## config.mk

```make
export PLATFORM = sky130hd
export DESIGN_NAME = pc_redirect_ctrl
export DESIGN_NICKNAME = d
export VERILOG_FILES = /design/src/rtl/pc_redirect_ctrl.sv
export SDC_FILE = /design/constraint.sdc
export NUM_CORES = 1
export LEC_CHECK = 0
export BUFFER_PORTS_ARGS = -buffer_cell sky130_fd_sc_hd__buf_2
export CORE_AREA = 2 2 150 115
export CTS_BUF_LIST = sky130_fd_sc_hd__clkbuf_2
export DETAILED_ROUTE_END_ITERATION = 6
export DIE_AREA = 0 0 152 117
export SLEW_MARGIN = 20
export SYNTH_ARGS = -nofsm -noshare
export SYNTH_HDL_FRONTEND = slang
export SYNTH_SLANG_ARGS = --single-unit
```

## constraint.sdc

```tcl
create_clock -name clk_in -period 3.4 [get_ports clk_in]
set_input_delay 0.51 -clock clk_in [delete_from_list [all_inputs] [get_ports clk_in]]
set_output_delay 0.51 -clock clk_in [all_outputs]
set_load 0.02 [all_outputs]
```

## src/rtl/pc_redirect_ctrl.sv

```systemverilog
// pc_redirect_ctrl: owns the fetch PC; applies trap/mret/branch redirects and the IF/ID flush window.
module pc_redirect_ctrl #(
    parameter logic [31:0] RESET_VECTOR = 32'h0000_0000,
    parameter int          FLUSH_CYCLES = 2
) (
    input  logic        clk_in,
    input  logic        rst_in,
    input  logic        stall_in,
    input  logic        ex_valid_in,
    input  logic        branch_taken_in,
    input  logic        is_jalr_in,
    input  logic [31:0] ex_pc_in,
    input  logic [31:0] imm_in,
    input  logic [31:0] rs1_in,
    input  logic        trap_in,
    input  logic [31:0] trap_vector_in,
    input  logic        mret_in,
    input  logic [31:0] epc_in,
    output logic [31:0] pc_out,
    output logic        fetch_req_out,
    output logic        flush_out,
    output logic        redirect_out,
    output logic        misaligned_out
);
    typedef enum logic [1:0] {BOOT, RUN, FLUSH} state_t;
    localparam logic [2:0] CNT_LOAD = 3'(FLUSH_CYCLES - 1);

    state_t      state;
    logic [2:0]  cnt;
    logic [31:0] br_target, target, seq_pc;
    logic        take_trap, take_mret, take_br, redir, misal;

    // EX-sourced redirects are only trusted in RUN; in FLUSH the EX slot holds killed work.
    always_comb begin
        br_target = is_jalr_in ? (rs1_in + imm_in) & ~32'h1 : ex_pc_in + imm_in;
        take_trap = trap_in && state != BOOT;
        take_mret = state == RUN && mret_in && ex_valid_in;
        take_br   = state == RUN && branch_taken_in && ex_valid_in && !take_mret;
        target    = take_trap ? trap_vector_in : take_mret ? epc_in : br_target;
        misal     = !take_trap && (take_mret || take_br) && target[1];
        redir     = take_trap || ((take_mret || take_br) && !target[1]);
        seq_pc    = stall_in ? pc_out : pc_out + 32'd4;
    end

    always_ff @(posedge clk_in or posedge rst_in) begin
        if (rst_in) begin
            state          <= BOOT;
            pc_out         <= RESET_VECTOR;
            fetch_req_out  <= 1'b0;
            flush_out      <= 1'b0;
            redirect_out   <= 1'b0;
            misaligned_out <= 1'b0;
            cnt            <= 3'd0;
        end else begin
            redirect_out   <= redir;
            misaligned_out <= misal;
            if (state == BOOT) begin
                state         <= RUN;
                fetch_req_out <= 1'b1;
            end else if (redir) begin
                pc_out    <= target;
                state     <= FLUSH;
                flush_out <= 1'b1;
                cnt       <= CNT_LOAD;
            end else begin
                pc_out <= seq_pc;
                if (state == FLUSH && !stall_in) begin
                    if (cnt == 3'd0) begin
                        state     <= RUN;
                        flush_out <= 1'b0;
                    end else begin
                        cnt <= cnt - 3'd1;
                    end
                end
            end
        end
    end
endmodule

```

==> out/summary.json <==
{
  "synth_flop_cell": "dfrtp_1",
  "power.switching_w": 0.00148,
  "synth_seq_cells": 41,
  "route.vias.total": 7023,
  "postCtsSetupRepairBufs": 0,
  "critical_path_peak_fanout": 3,
  "clkSlewWorstSetupHoldPaths_ns": 0.25,
  "clock_power_share": 0.102,
  "die-area_mm2": 0.0178,
  "grt_remaining_overflow": 0,
  "crit_path_start_kind": "primary input",
  "status": "complete, no violations",
  "clk-insertion-delay-late_ns": 0.43,
  "period_share": 0.902,
  "setup_viol": 0,
  "cell_area_power_density_mw_per_mm2": 397,
  "fp.coreArea_mm2": 0.0165,
  "routedWlPerCell_um": 17.5,
  "cts-root-buf": "clkbuf_2",
  "synth_top_cell_area_share": 0.169,
  "synth.largest_area_cell": "dfrtp_1",
  "critPathMostFrequentCell": "a21oi_1",
  "r2r_slack_ns": 0.80,
  "power.ir.vdd_worst_v": 0.000163,
  "postLayoutCoreUtil": 0.461,
  "io-pin-count": 204,
  "critPathRequiredTime_ns": 3.73,
  "max_cap_viol_count": 0,
  "synth_area_mm2": 0.00608,
  "worstHoldPathType": "primary input to async pin",
  "synth-edff-count": 0,
  "cts_inserted_buffers": 5,
  "finalMaxSlewViolations": 0,
  "p_int_w": 0.00154,
  "die_width_um": 152,
  "fmaxAchievable_ghz": 0.326,
  "clock-sinks": 41,
  "post_synth_most_frequent_cells": "88 x a21oi_1, 79 x nand2_1, 65 x nor2_1",
  "initial_utilization": 0.370,
  "cts_buffer_depth": 2,
  "routabilityCongestion": 0.892,
  "max_slew.worst_pin.slew_ns": 0.547,
  "arrival_ns": 3.39,
  "seqPwrFrac": 0.281,
  "logic_depth_of_the_worst_register_to_register_path": 8,
  "swShare": 0.490,
  "std_cell_rows": 41,
  "place_hpwl_mm": 18.3,
  "drt-total-wl_mm": 21.9,
  "synth.yosys.seq_area_share": 0.169,
  "routed_via_density": 5.61,
  "timing_worst_setup_path_type": "primary input to flip-flop",
  "yosysUniqueCellTypes": 67,
  "worst_r2r_endpoint": "pc_out[23]",
  "design.final.nets": 1270,
  "post-route-min-period_ns": 3.07,
  "post_synth_main_area_contributors": "dfrtp_1 17%, ha_1 13%, a21oi_1 7.2%",
  "hold_violations": 0,
  "grt_usage": 0.239,
  "p_leak_nw": 3.56,
  "dp_slack_ns": -0.0454,
  "maxSlewHeadroom": 0.632,
  "yosys.cell_count.top_type": "a21oi_1",
  "postSynthCellCount": 822,
  "layout.filler_cells": 1739,
  "clock_tree_from_tritoncts": "yes",
  "grt_max_degree": 44,
  "antenna_found_initial": 0,
  "final_layout_size_suffix_gt1_frac": 0.253,
  "rr_startpoint": "state[1]",
  "rsz0062_at_grt": "false",
  "route.antenna.remaining_nets": 0,
  "die_h_um": 117,
  "yosys_warnings": 0,
  "cp_slowest_stage_delay_ns": 0.41,
  "num_antenna_cells": 0,
  "buffers_added_on_ports": 203,
  "timing.final.ws_setup_ns": 0.332,
  "first_pass_iters": 5,
  "area_growth_from_synthesis_to_final_layout_pct": 24.9,
  "grt_pass1_vias": 6292,
  "synth_async_reset_ratio": 1.00,
  "critical_path.endpoint_type": "flip-flop",
  "cts-htree-levels": 2,
  "drcViolationCount": 0,
  "post_cts_resized": 0,
  "path_cells": "buf_2 -> and2_1 -> fa_1 -> a211oi_1 -> o21ai_1 -> a21o_1 -> o21a_1 -> a21oi_1 -> o31ai_1 -> a31o_1 -> a21oi_1 -> mux2i_1 -> o221ai_1",
  "combinationalPowerShare": 0.617,
  "fin_worst_skew_ns": 0.0173,
  "syn_nets": 1056,
  "mean_instance_size_in_the_synthesized_netlist_um2": 7.40,
  "cpMaxStageDelayCell": "fa_1",
  "ctsHoldBuffers": 0,
  "grt_pass1_wl_mm": 34.2,
  "drt_first_iter_violations": 616
}
==> worst max-delay path by stage <==
stage                          from          to  slack, ns
after floorplan           imm_in[0]  pc_out[30]       0.31
after global placement    imm_in[0]  pc_out[30]      -0.01
after detailed placement  imm_in[0]  pc_out[30]      -0.05
after CTS                 imm_in[0]  pc_out[30]       0.41
after global routing      imm_in[0]  pc_out[30]       0.19
final                     imm_in[0]  pc_out[30]       0.33
==> cells in the final DEF (no fill, tap or decap), types with 4 or more instances in the layout <==
master and instances:
a22oi_1 7, o2bb2ai_1 4, o21a_1 11, o221ai_1 8
o31a_1 4, o21bai_1 6, a31oi_1 13, a211o_1 7
dfrtp_1 41, nor2b_1 6, o21ai_1 33, o22ai_1 4
a211oi_1 17, a21o_1 28, ha_1 64, nor3_1 15
nor2_1 64, buf_4 38, and3_1 12, xor2_1 25
nand4_1 19, o21ai_0 40, nand3_1 26, buf_2 203
and2_1 5, nand2b_1 4, nand2_1 79, nor4_1 5
a21oi_1 88, xnor2_1 50, inv_1 23, o211ai_1 15
clkbuf_2 5
==> worst max-delay path: cells and delay by family <==
kind                     cells  cell delay (ns)
AND/OR/NAND/NOR              1             0.16
AO/OA/AOI/OAI                9             1.99
multiplexers                 1             0.20
adder cells (fa/ha/maj)      1             0.41
buffers and inverters        1             0.12
==> kinds of logic (layout without fill, tap and decap cells) <==
group           count (synthesis)  in the layout  synth area share
simple gates                  255            255             0.198
compound gates                323            323             0.345
mux                             4              4           0.00679
flops                          41             41             0.169
xor+xnor                       75             75             0.108
buf+inv                        58            273            0.0358
fa+ha+maj                      66             66             0.138
==> state kept, by name, summed over array words and instances, names as in the netlist <==
signal / count
cnt: 3
fetch_req_out: 1
flush_out: 1
misaligned_out: 1
pc_out: 32
redirect_out: 1
state: 2
==> layer usage <==
metal	up-vias	wire length, um	global-route usage
met2	300	8560	0.347
met3	7	1700	0.0265
met5	-	0	0
met4	0	105	0.0274
met1	3197	11500	0.386
li1	3519	-	-
==> area by class of cell <==
type                       count  area (um2)  area share
tap                          215         269      0.0354
clock buffer                   5        25.0     0.00329
inverter                      24        90.1      0.0119
sequential                    41        1030       0.135
multi-input combinational    723        4850       0.638
timing repair buffer         241        1300       0.171
clock inverter                 3        41.3     0.00543
==> power groups by stage <==
stage                     Combinational (W)  Clock [W]  Sequential [W]
after global routing                0.00205   0.000328        0.000874
final                               0.00186   0.000308        0.000846
after detailed placement            0.00184          0        0.000854
after CTS                           0.00185   0.000311        0.000841
after global placement              0.00183          0        0.000853
after floorplan                     0.00105          0        0.000982
==> through the flow <==
step / setup TNS, ns / instances / hold slack [ns] / total power, W / area, um2
6_report: 0 / 1252 / 0.166 / 0.00301 / 7600
5_1_grt: 0 / 1252 / 0.176 / 0.00325 / 7600
4_1_cts: 0 / 1252 / 0.173 / 0.00300 / 7600
3_5_place_dp: -0.0454 / 1244 / 0.471 / 0.00269 / 7530
3_3_place_gp: -0.0139 / 1244 / 0.472 / 0.00268 / 7530
2_1_floorplan: 0 / 822 / 0.480 / 0.00203 / 6080
Note: power is estimated with default switching activity, not from simulation.
